[src/rtl/el2_dec_trigger_csr_if.sv]
// CSR access port of the debug-trigger block: one write channel and one
// combinational read channel, both 12-bit addressed.
interface el2_dec_trigger_csr_if;
    logic        csr_wr_valid;
    logic [11:0] csr_wr_addr;
    logic [31:0] csr_wr_data;
    logic [11:0] csr_rd_addr;
    logic [31:0] csr_rd_data;

    modport master (
        output csr_wr_valid,
        output csr_wr_addr,
        output csr_wr_data,
        output csr_rd_addr,
        input  csr_rd_data
    );

    modport slave (
        input  csr_wr_valid,
        input  csr_wr_addr,
        input  csr_wr_data,
        input  csr_rd_addr,
        output csr_rd_data
    );
endinterface

[src/rtl/el2_dec_trigger_csr.sv]
// Debug trigger CSRs (tselect/tdata1/tdata2) for four mcontrol triggers, with
// chaining, commit qualification, hit tracking and registered halt/ebreak requests.
module el2_dec_trigger_csr (
    input  logic                  clk,
    input  logic                  rst,
    el2_dec_trigger_csr_if.slave  csr,
    input  logic                  dbg_mode,
    input  logic [3:0]            lsu_trigger_match_m,
    input  logic                  lsu_commit_m,
    // per trigger: {select, match, store, load, execute, m, tdata2[31:0]}
    output logic [3:0][37:0]      trigger_pkt_any,
    output logic [3:0]            trigger_fire_m,
    output logic                  trigger_halt_req,
    output logic                  trigger_ebreak_req
);

    localparam logic [11:0] ADDR_TSELECT = 12'h7A0;
    localparam logic [11:0] ADDR_TDATA1  = 12'h7A1;
    localparam logic [11:0] ADDR_TDATA2  = 12'h7A2;
    localparam logic [31:0] TDATA1_FIXED = 32'h23E0_0000;
    localparam logic [3:0]  CHAIN_IMPL   = 4'b0101;

    typedef struct packed {
        logic dmode;
        logic hit;
        logic select;
        logic action;
        logic chain;
        logic match;
        logic m;
        logic execute;
        logic store;
        logic load;
    } mctl_t;

    function automatic mctl_t decode_tdata1(input logic [31:0] wdata,
                                            input logic        dbg,
                                            input logic        chain_en);
        mctl_t r;
        r.dmode   = wdata[27] & dbg;
        r.hit     = wdata[20];
        r.select  = wdata[19];
        r.action  = (wdata[15:12] == 4'd1);
        r.chain   = wdata[11] & chain_en;
        r.match   = (wdata[10:7] == 4'd1);
        r.m       = wdata[6];
        r.execute = wdata[2];
        r.store   = wdata[1];
        r.load    = wdata[0];
        return r;
    endfunction

    function automatic logic [31:0] encode_tdata1(input mctl_t c);
        logic [31:0] r;
        r     = TDATA1_FIXED;
        r[27] = c.dmode;
        r[20] = c.hit;
        r[19] = c.select;
        r[12] = c.action;
        r[11] = c.chain;
        r[7]  = c.match;
        r[6]  = c.m;
        r[2]  = c.execute;
        r[1]  = c.store;
        r[0]  = c.load;
        return r;
    endfunction

    // A chained pair fires both members or neither.
    function automatic logic [1:0] fire_pair(input logic [1:0] raw, input logic chain);
        logic [1:0] f;
        if (chain) begin
            f = {2{raw[0] & raw[1]}};
        end else begin
            f = raw;
        end
        return f;
    endfunction

    logic [1:0]        tselect_q, tselect_d;
    mctl_t [3:0]       mctl_q, mctl_d;
    logic [3:0][31:0]  tdata2_q, tdata2_d;
    logic              halt_q, halt_d;
    logic              ebreak_q, ebreak_d;

    logic [3:0]        raw_s;
    logic [3:0]        fire_s;
    logic [3:0]        action_s;
    logic              wr_tsel_s;
    logic              wr_td1_s;
    logic              wr_td2_s;
    logic              wr_unlocked_s;

    assign wr_tsel_s     = csr.csr_wr_valid & (csr.csr_wr_addr == ADDR_TSELECT);
    assign wr_td1_s      = csr.csr_wr_valid & (csr.csr_wr_addr == ADDR_TDATA1);
    assign wr_td2_s      = csr.csr_wr_valid & (csr.csr_wr_addr == ADDR_TDATA2);
    assign wr_unlocked_s = ~mctl_q[tselect_q].dmode | dbg_mode;

    // Commit-qualified raw matches, chaining, and request next-state.
    always_comb begin
        raw_s       = lsu_trigger_match_m & {4{lsu_commit_m & ~dbg_mode}};
        fire_s[1:0] = fire_pair(raw_s[1:0], mctl_q[0].chain);
        fire_s[3:2] = fire_pair(raw_s[3:2], mctl_q[2].chain);
        for (int i = 0; i < 4; i++) begin
            action_s[i] = mctl_q[i].action;
        end
        halt_d   = |(fire_s & action_s);
        ebreak_d = |(fire_s & ~action_s);
    end

    assign trigger_fire_m = fire_s & {4{~rst}};

    // CSR writes and hit capture; a tdata1 write overrides a same-cycle hit.
    always_comb begin
        mctl_d   = mctl_q;
        tdata2_d = tdata2_q;
        if (wr_tsel_s && (csr.csr_wr_data[31:2] == 30'd0)) begin
            tselect_d = csr.csr_wr_data[1:0];
        end else begin
            tselect_d = tselect_q;
        end
        for (int i = 0; i < 4; i++) begin
            if (wr_td1_s && wr_unlocked_s && (tselect_q == 2'(i))) begin
                mctl_d[i] = decode_tdata1(csr.csr_wr_data, dbg_mode, CHAIN_IMPL[i]);
            end else if (fire_s[i]) begin
                mctl_d[i].hit = 1'b1;
            end else begin
                mctl_d[i] = mctl_q[i];
            end
            if (wr_td2_s && wr_unlocked_s && (tselect_q == 2'(i))) begin
                tdata2_d[i] = csr.csr_wr_data;
            end else begin
                tdata2_d[i] = tdata2_q[i];
            end
        end
    end

    // Read mux; unowned addresses return zero.
    always_comb begin
        case (csr.csr_rd_addr)
            ADDR_TSELECT: csr.csr_rd_data = {30'd0, tselect_q};
            ADDR_TDATA1:  csr.csr_rd_data = encode_tdata1(mctl_q[tselect_q]);
            ADDR_TDATA2:  csr.csr_rd_data = tdata2_q[tselect_q];
            default:      csr.csr_rd_data = 32'd0;
        endcase
    end

    // Trigger packet straight from stored state.
    always_comb begin
        for (int i = 0; i < 4; i++) begin
            trigger_pkt_any[i] = {mctl_q[i].select, mctl_q[i].match, mctl_q[i].store,
                                  mctl_q[i].load, mctl_q[i].execute, mctl_q[i].m,
                                  tdata2_q[i]};
        end
    end

    // State and request registers.
    always_ff @(posedge clk or posedge rst) begin
        if (rst) begin
            tselect_q <= 2'd0;
            mctl_q    <= 40'd0;
            tdata2_q  <= 128'd0;
            halt_q    <= 1'b0;
            ebreak_q  <= 1'b0;
        end else begin
            tselect_q <= tselect_d;
            mctl_q    <= mctl_d;
            tdata2_q  <= tdata2_d;
            halt_q    <= halt_d;
            ebreak_q  <= ebreak_d;
        end
    end

    assign trigger_halt_req   = halt_q;
    assign trigger_ebreak_req = ebreak_q;

endmodule

[src/flat_wrapper.sv]
// flat-port wrapper written by rule: the top's interface ports become plain ports
module el2_dec_trigger_csr_flat 
  (clk, rst, dbg_mode, lsu_trigger_match_m, lsu_commit_m, trigger_pkt_any, trigger_fire_m, trigger_halt_req, trigger_ebreak_req, csr_csr_wr_valid, csr_csr_wr_addr, csr_csr_wr_data, csr_csr_rd_addr, csr_csr_rd_data);
  el2_dec_trigger_csr_if csr_i ();
  input  logic clk;
  input  logic rst;
  input  logic dbg_mode;
  input  logic [3:0] lsu_trigger_match_m;
  input  logic lsu_commit_m;
  output logic [3:0][37:0] trigger_pkt_any;
  output logic [3:0] trigger_fire_m;
  output logic trigger_halt_req;
  output logic trigger_ebreak_req;
  input wire logic [$bits(csr_i.csr_wr_valid)-1:0] csr_csr_wr_valid;
  input wire logic [$bits(csr_i.csr_wr_addr)-1:0] csr_csr_wr_addr;
  input wire logic [$bits(csr_i.csr_wr_data)-1:0] csr_csr_wr_data;
  input wire logic [$bits(csr_i.csr_rd_addr)-1:0] csr_csr_rd_addr;
  output wire logic [$bits(csr_i.csr_rd_data)-1:0] csr_csr_rd_data;
  assign csr_i.csr_wr_valid = csr_csr_wr_valid;
  assign csr_i.csr_wr_addr = csr_csr_wr_addr;
  assign csr_i.csr_wr_data = csr_csr_wr_data;
  assign csr_i.csr_rd_addr = csr_csr_rd_addr;
  assign csr_csr_rd_data = csr_i.csr_rd_data;
  el2_dec_trigger_csr u_core (.clk(clk), .rst(rst), .csr(csr_i), .dbg_mode(dbg_mode), .lsu_trigger_match_m(lsu_trigger_match_m), .lsu_commit_m(lsu_commit_m), .trigger_pkt_any(trigger_pkt_any), .trigger_fire_m(trigger_fire_m), .trigger_halt_req(trigger_halt_req), .trigger_ebreak_req(trigger_ebreak_req));
endmodule
[config.mk]
export PLATFORM = sky130hd
export DESIGN_NAME = el2_dec_trigger_csr_flat
export DESIGN_NICKNAME = d
export VERILOG_FILES = /design/src/rtl/el2_dec_trigger_csr_if.sv /design/src/rtl/el2_dec_trigger_csr.sv /design/src/flat_wrapper.sv
export SDC_FILE = /design/constraint.sdc
export NUM_CORES = 1
export LEC_CHECK = 0
export CORE_MARGIN = 4
export CORE_UTILIZATION = 30
export DETAILED_ROUTE_END_ITERATION = 12
export SLEW_MARGIN = 40
export SYNTH_ARGS = -nofsm -noshare
export SYNTH_HDL_FRONTEND = slang
export SYNTH_SLANG_ARGS = --single-unit
[constraint.sdc]
create_clock -name clk -period 14.2 [get_ports clk]
set_input_delay 1.42 -clock clk [delete_from_list [all_inputs] [get_ports clk]]
set_output_delay 1.42 -clock clk [all_outputs]
set_load 0.01 [all_outputs]
# ---- Word-level counts from Yosys, hierarchy flattened
# Index checks and enable logic that the tools add are counted.
dict set report totals {
  in_bits 65
  ff_bits 170
  word_cells 107
  out_inout_bits 190
}
dict set report op_classes {
  n_eq_ne 11
  muxes 15
  order_cmp 1
  reduce_logical 19
  bitwise 16
}
# op count
set op_table {}
lappend op_table {{32-bit one-hot mux with 3 select lines} 1}
lappend op_table {{12-bit by 11-bit equality test with 1-bit output, second input constant} 6}
lappend op_table {{32-bit binary-select mux with 2-bit select} 1}
lappend op_table {{9-bit 2-to-1 mux} 4}
lappend op_table {{32-bit 2-to-1 mux} 1}
lappend op_table {{30-bit logical NOT} 1}
lappend op_table {{10-bit binary-select mux with 2-bit select} 1}
lappend op_table {{4-bit AND} 4}
lappend op_table {{1-bit logical AND} 11}
lappend op_table {{10-bit 2-to-1 mux} 1}
lappend op_table {{4-bit by 1-bit equality test with 1-bit output, second input constant} 2}
lappend op_table {{2-bit nonzero test} 4}
lappend op_table {{4-bit OR reduction} 2}
lappend op_table {{1-bit AND} 7}
lappend op_table {{2-bit equality test, second input constant} 2}
lappend op_table {{1-bit 2-to-1 mux} 4}
lappend op_table {{2-bit 2-to-1 mux} 2}
lappend op_table {{4-bit inverter} 1}
lappend op_table {{2-bit by 3-bit < comparator with 1-bit output, second input constant} 1}
lappend op_table {{1-bit inverter} 3}
lappend op_table {{2-bit by 1-bit equality test with 1-bit output, second input constant} 1}
lappend op_table {{2-bit logical NOT} 1}
lappend op_table {{1-bit bitwise OR} 1}

# ---- Longest topological paths before layout
dict set report depth {
  ltp_word 7
  depth_mapped 6
  depth_no_buf 4
}

# ---- Worst setup path after synthesis
# OpenSTA, ideal clock, no wires.
dict set report synth_timing {
  path_type {input-to-output}
  startpoint {in csr_csr_rd_addr[3]}
  endpoint {out csr_csr_rd_data[12]}
  stages 5
  required_ps 12780
  t_arrival_ps 2606
  slack_ps 10174
  path_buffers 1
  cell_sequence {nor4b_1 > and4bb_2 > nand3b_1 > clkbuf_1 > o21ai_0}
}
dict set report synth_between {
  elab_chain_cells 2
  elab_cells_between_ends 4
  cone_classes {eq/ne (3); mux (1)}
}
# item line_no
set synth_rtl {}
lappend synth_rtl {{from (decl)} flat_wrapper.sv:17} ;# input wire logic [$bits(csr_i.csr_rd_addr)-1:0] csr_csr_rd_addr;
lappend synth_rtl {{12-bit by 11-bit equality test with 1-bit output} el2_dec_trigger_csr.sv:140} ;# case (csr.csr_rd_addr)
lappend synth_rtl {{32-bit one-hot mux with 3 select lines *} el2_dec_trigger_csr.sv:140}
lappend synth_rtl {{to (decl)} flat_wrapper.sv:18} ;# output wire logic [$bits(csr_i.csr_rd_data)-1:0] csr_csr_rd_data;
# Every way passes the cells marked *; elsewhere a longest branch is shown, timed or not.

# ---- Final worst setup path
dict set report layout_timing {
  startpoint {in csr_csr_rd_addr[3]}
  endpoint {out csr_csr_rd_data[11]}
}
# The elaborated chain is that of the path after synthesis.

==> impl_metrics.csv <==
group,metric,value,unit
yosys,ys_seq_elements,170,
global_routing,grt_pass1_wl,40.12,mm
yosys,synth_top_cell_by_area,"dfrtp_1",
final_layout,final_cell_area,12000,µm²
critical_path,r2r-end,"u_core.trigger_pkt_any[90]",
yosys,synth-main-ff-cell,"dfrtp_1",
final_layout,nNetsFinal,862,
critical_path,crit_fanout,33,
yosys,ys_warn_count,0,
final_layout,mostFrequentLayoutCell,"clkdlybuf4s50_1",
sta,fmax,0.1651,GHz
power_and_ir_drop,leakagePower,0.005338,µW
min_path,hold_path.class,"reg2reg",
critical_path,r2r_slack,11540,ps
critical_path,cp.arrival,4640,ps
global_routing,use_met2,27.17,%
drt,vias,5817,
final_layout,drive_gt1_share,32.84,%
global_routing,antenna_found_initial,0,
cts,post_cts_resized,0,
final_layout,diodes,0,
global_routing,grt_max_degree,101,
sta,fin_setup_tns,0,ps
critical_path,crit_path_cell_trace,"clkdlybuf4s50_1 > nor4b_1 > and4bb_2 > nand3b_1 > o31ai_1 > clkdlybuf4s50_1",
floorplanning,die_w,177.1,µm
floorplanning,rows,61,
placed_design,dp_hpwl,19.16,mm
cts,path_clk_slew,70,ps
cts,root_buffer,"clkbuf_16",
critical_path,r2r-start,"u_core.tselect_q[1]",
critical_path,critical_path_class,"in2out",
drt,post_drt_wl_per_cell,22.22,µm
min_path,hold_depth,1,
yosys,synth_area,8574,µm²
drt,ant_nets,0,
cts,cts-htree-levels,4,
floorplanning,die_h,177.1,µm
placed_design,gp_congestion,0.7839,
power_and_ir_drop,p_clk_share,48.7,%
power_and_ir_drop,switchingPower,236.6,µW
sta,rsz0062_at_grt,"false",
cts,hold_buffers,0,
critical_path,cpPeakStageDelay,780,ps
power_and_ir_drop,powerDensity,86.87,nW/µm²
critical_path,cpMostUsedCell,"clkdlybuf4s50_1",
global_routing,grt_use_total,16.80,%
critical_path,start_kind,"input port",
floorplanning,die-area,31350,µm²
sta,fin_crit,6057,ps
yosys,synth_cells,570,
global_routing,grt_overflow,0,
cts,cts_max_path_buffers,2,
yosys,seq_area_frac_synth,49.61,%
yosys,yosys-top-cells-area,"dfrtp_1 (50%), mux2_2 (14%), mux2_4 (11%)",
critical_path,cp_slowest_cell,"and4bb_2",
power_and_ir_drop,intPower,805.7,µW
critical_path,cp-startpoint,"csr_csr_rd_addr[3]",
global_routing,grt_pass1_vias,6198,
power_and_ir_drop,vdd_drop_max,58.96,µV
placed_design,port_buffers,254,
critical_path,crit_required,12780,ps
critical_path,r2r_cells,4,
yosys,synth_edf_count,0,
flow_run,cap_violations,0,
drt,dr.pass1.iters,4,
final_layout,layout_common_cells,"clkdlybuf4s50_1 (254), dfrtp_1 (168), mux2_2 (107), mux2_4 (60), mux4_2 (40)",
final_layout,area_growth,39.94,%
global_routing,busiest_layer,"met2",
floorplanning,core_area,28010,µm²
global_routing,met3_usage,3.845,%
power_and_ir_drop,p_seq_share,46.6,%
min_path,min_to,"u_core.trigger_pkt_any[105]",
drt,vias_per_cell,4.896,
status,outcome,"finished clean",
power_and_ir_drop,combPwrFrac,4.8,%
sta,worst_pin_slew,828.3,ps
global_routing,globalRouteMet1Util,22.91,%
placed_design,place_area,11360,µm²
cts,clk_latency,420,ps
cts,cts_buffers,17,
sta,fin_crit_sh,42.66,%
sta,setup_violations,0,
floorplanning,initial_core_util,30.61,%
cts,cts_tree,"done",
yosys,ys_types,49,
drt,first_iter_violations,269,
yosys,syn_nets,635,
yosys,syn_area_per_cell,15.04,µm²
yosys,synth.top_cell.area_share,49.61,%
min_path,hp-start,"u_core.trigger_pkt_any[105]",
yosys,async_flop_share,100.0,%
sta,slew_headroom,44.78,%
sta,finalMaxSlewViolations,0,
sta,finalHoldViolCount,0,
cts,post_cts_buffers,0,
drt,drc,0,
floorplanning,boundaryPins,255,
drt,drt_wl_total,26.40,mm
sta,skew,12.30,ps
cts,cts_sinks,170,
final_layout,fill_cells,2582,
critical_path,endpoint_kind,"output port",
power_and_ir_drop,switching_share,22.70,%
==> cell type report <==
type | count | area, µm² | area share (%)
sequential | 170 | 4259 | 35.50
multi-input combinational | 333 | 3905 | 32.54
timing repair buffer | 263 | 2675 | 22.29
tap | 378 | 473.0 | 3.942
clock buffer | 17 | 425.4 | 3.545
clock inverter | 15 | 209.0 | 1.741
inverter | 12 | 52.55 | 0.4380
==> state kept, by name, summed over array words and instances, names as in the netlist <==
signal / cells
u_core.trigger_halt_req: 1
u_core.trigger_pkt_any: 152
u_core.action_s: 4
u_core.tselect_q: 2
u_core.trigger_ebreak_req: 1
u_core.mctl_q: 10
==> synth_stat cells (all sizes together), types with 2 or more instances <==
cell type and number:
dfrtp 170, mux2 169, buf 44, mux4 40
nand3 21, and3 16, inv 12, clkbuf 11
nand2 10, o21ai 10, nor4 9, nand2b 8
nand4 7, nor2 6, nor3 5, and2 4
nand3b 4, a21oi 3, mux2i 3, nand4b 2
nor2b 2, nor3b 2, nor4b 2
==> stage by stage <==
step / hold slack (ps) / util [%] / power (µW) / worst slack (ps) / cells
6_report: 532.4 / 42.84 / 1042 / 8143 / 1188
5_1_grt: 549.9 / 42.84 / 1080 / 7923 / 1188
4_1_cts: 534.5 / 42.84 / 1058 / 8082 / 1188
3_5_place_dp: 517.2 / 40.57 / 545.5 / 8090 / 1156
3_3_place_gp: 512.4 / 40.18 / 545.1 / 8232 / 1151
2_1_floorplan: 497.5 / - / 509.5 / 8177 / 570
==> metal layers <==
| metal | routed length, µm | share of wire [%] |
|---|---|---|
| met1 | 11710 | 44 |
| met2 | 12520 | 47 |
| met3 | 1729 | 6.5 |
| met4 | 432 | 1.6 |
| met5 | 0 | 0 |
==> critical path, delay by kind of cell <==
kind	cells	cell delay [ps]
buffers and inverters	2	980
AOI/OAI and AO/OA	1	450
and+or+nand+nor	3	1760
==> cell families (layout without fill, tap and decap cells) <==
group / Yosys count / after routing / synth area share, %
AO/OA/AOI/OAI: 19 / 19 / 1.357
buffers and inverters: 67 / 307 / 5.078
flip-flops: 170 / 170 / 49.61
multiplexers: 212 / 212 / 35.68
AND/OR/NAND/NOR: 102 / 102 / 8.274
==> power groups by stage <==
stage | clock network, µW | logic [µW] | registers (µW)
after floorplan | 0 | 14.5 | 495
after global placement | 0 | 50.5 | 495
after detailed placement | 0 | 50.9 | 495
after CTS | 522 | 51.1 | 485
after global routing | 541 | 54.5 | 485
final | 507 | 49.8 | 485
==> how the worst max path moves through the flow <==
stage	to	slack [ps]	cells past startpoint
after floorplan	u_core.action_s[0]	8180	1
after global placement	csr_csr_rd_data[11]	8230	6
after detailed placement	csr_csr_rd_data[11]	8090	6
after CTS	csr_csr_rd_data[11]	8080	6
after global routing	csr_csr_rd_data[11]	7920	6
final	csr_csr_rd_data[11]	8140	6
Note: power is estimated with default switching activity, not from simulation.
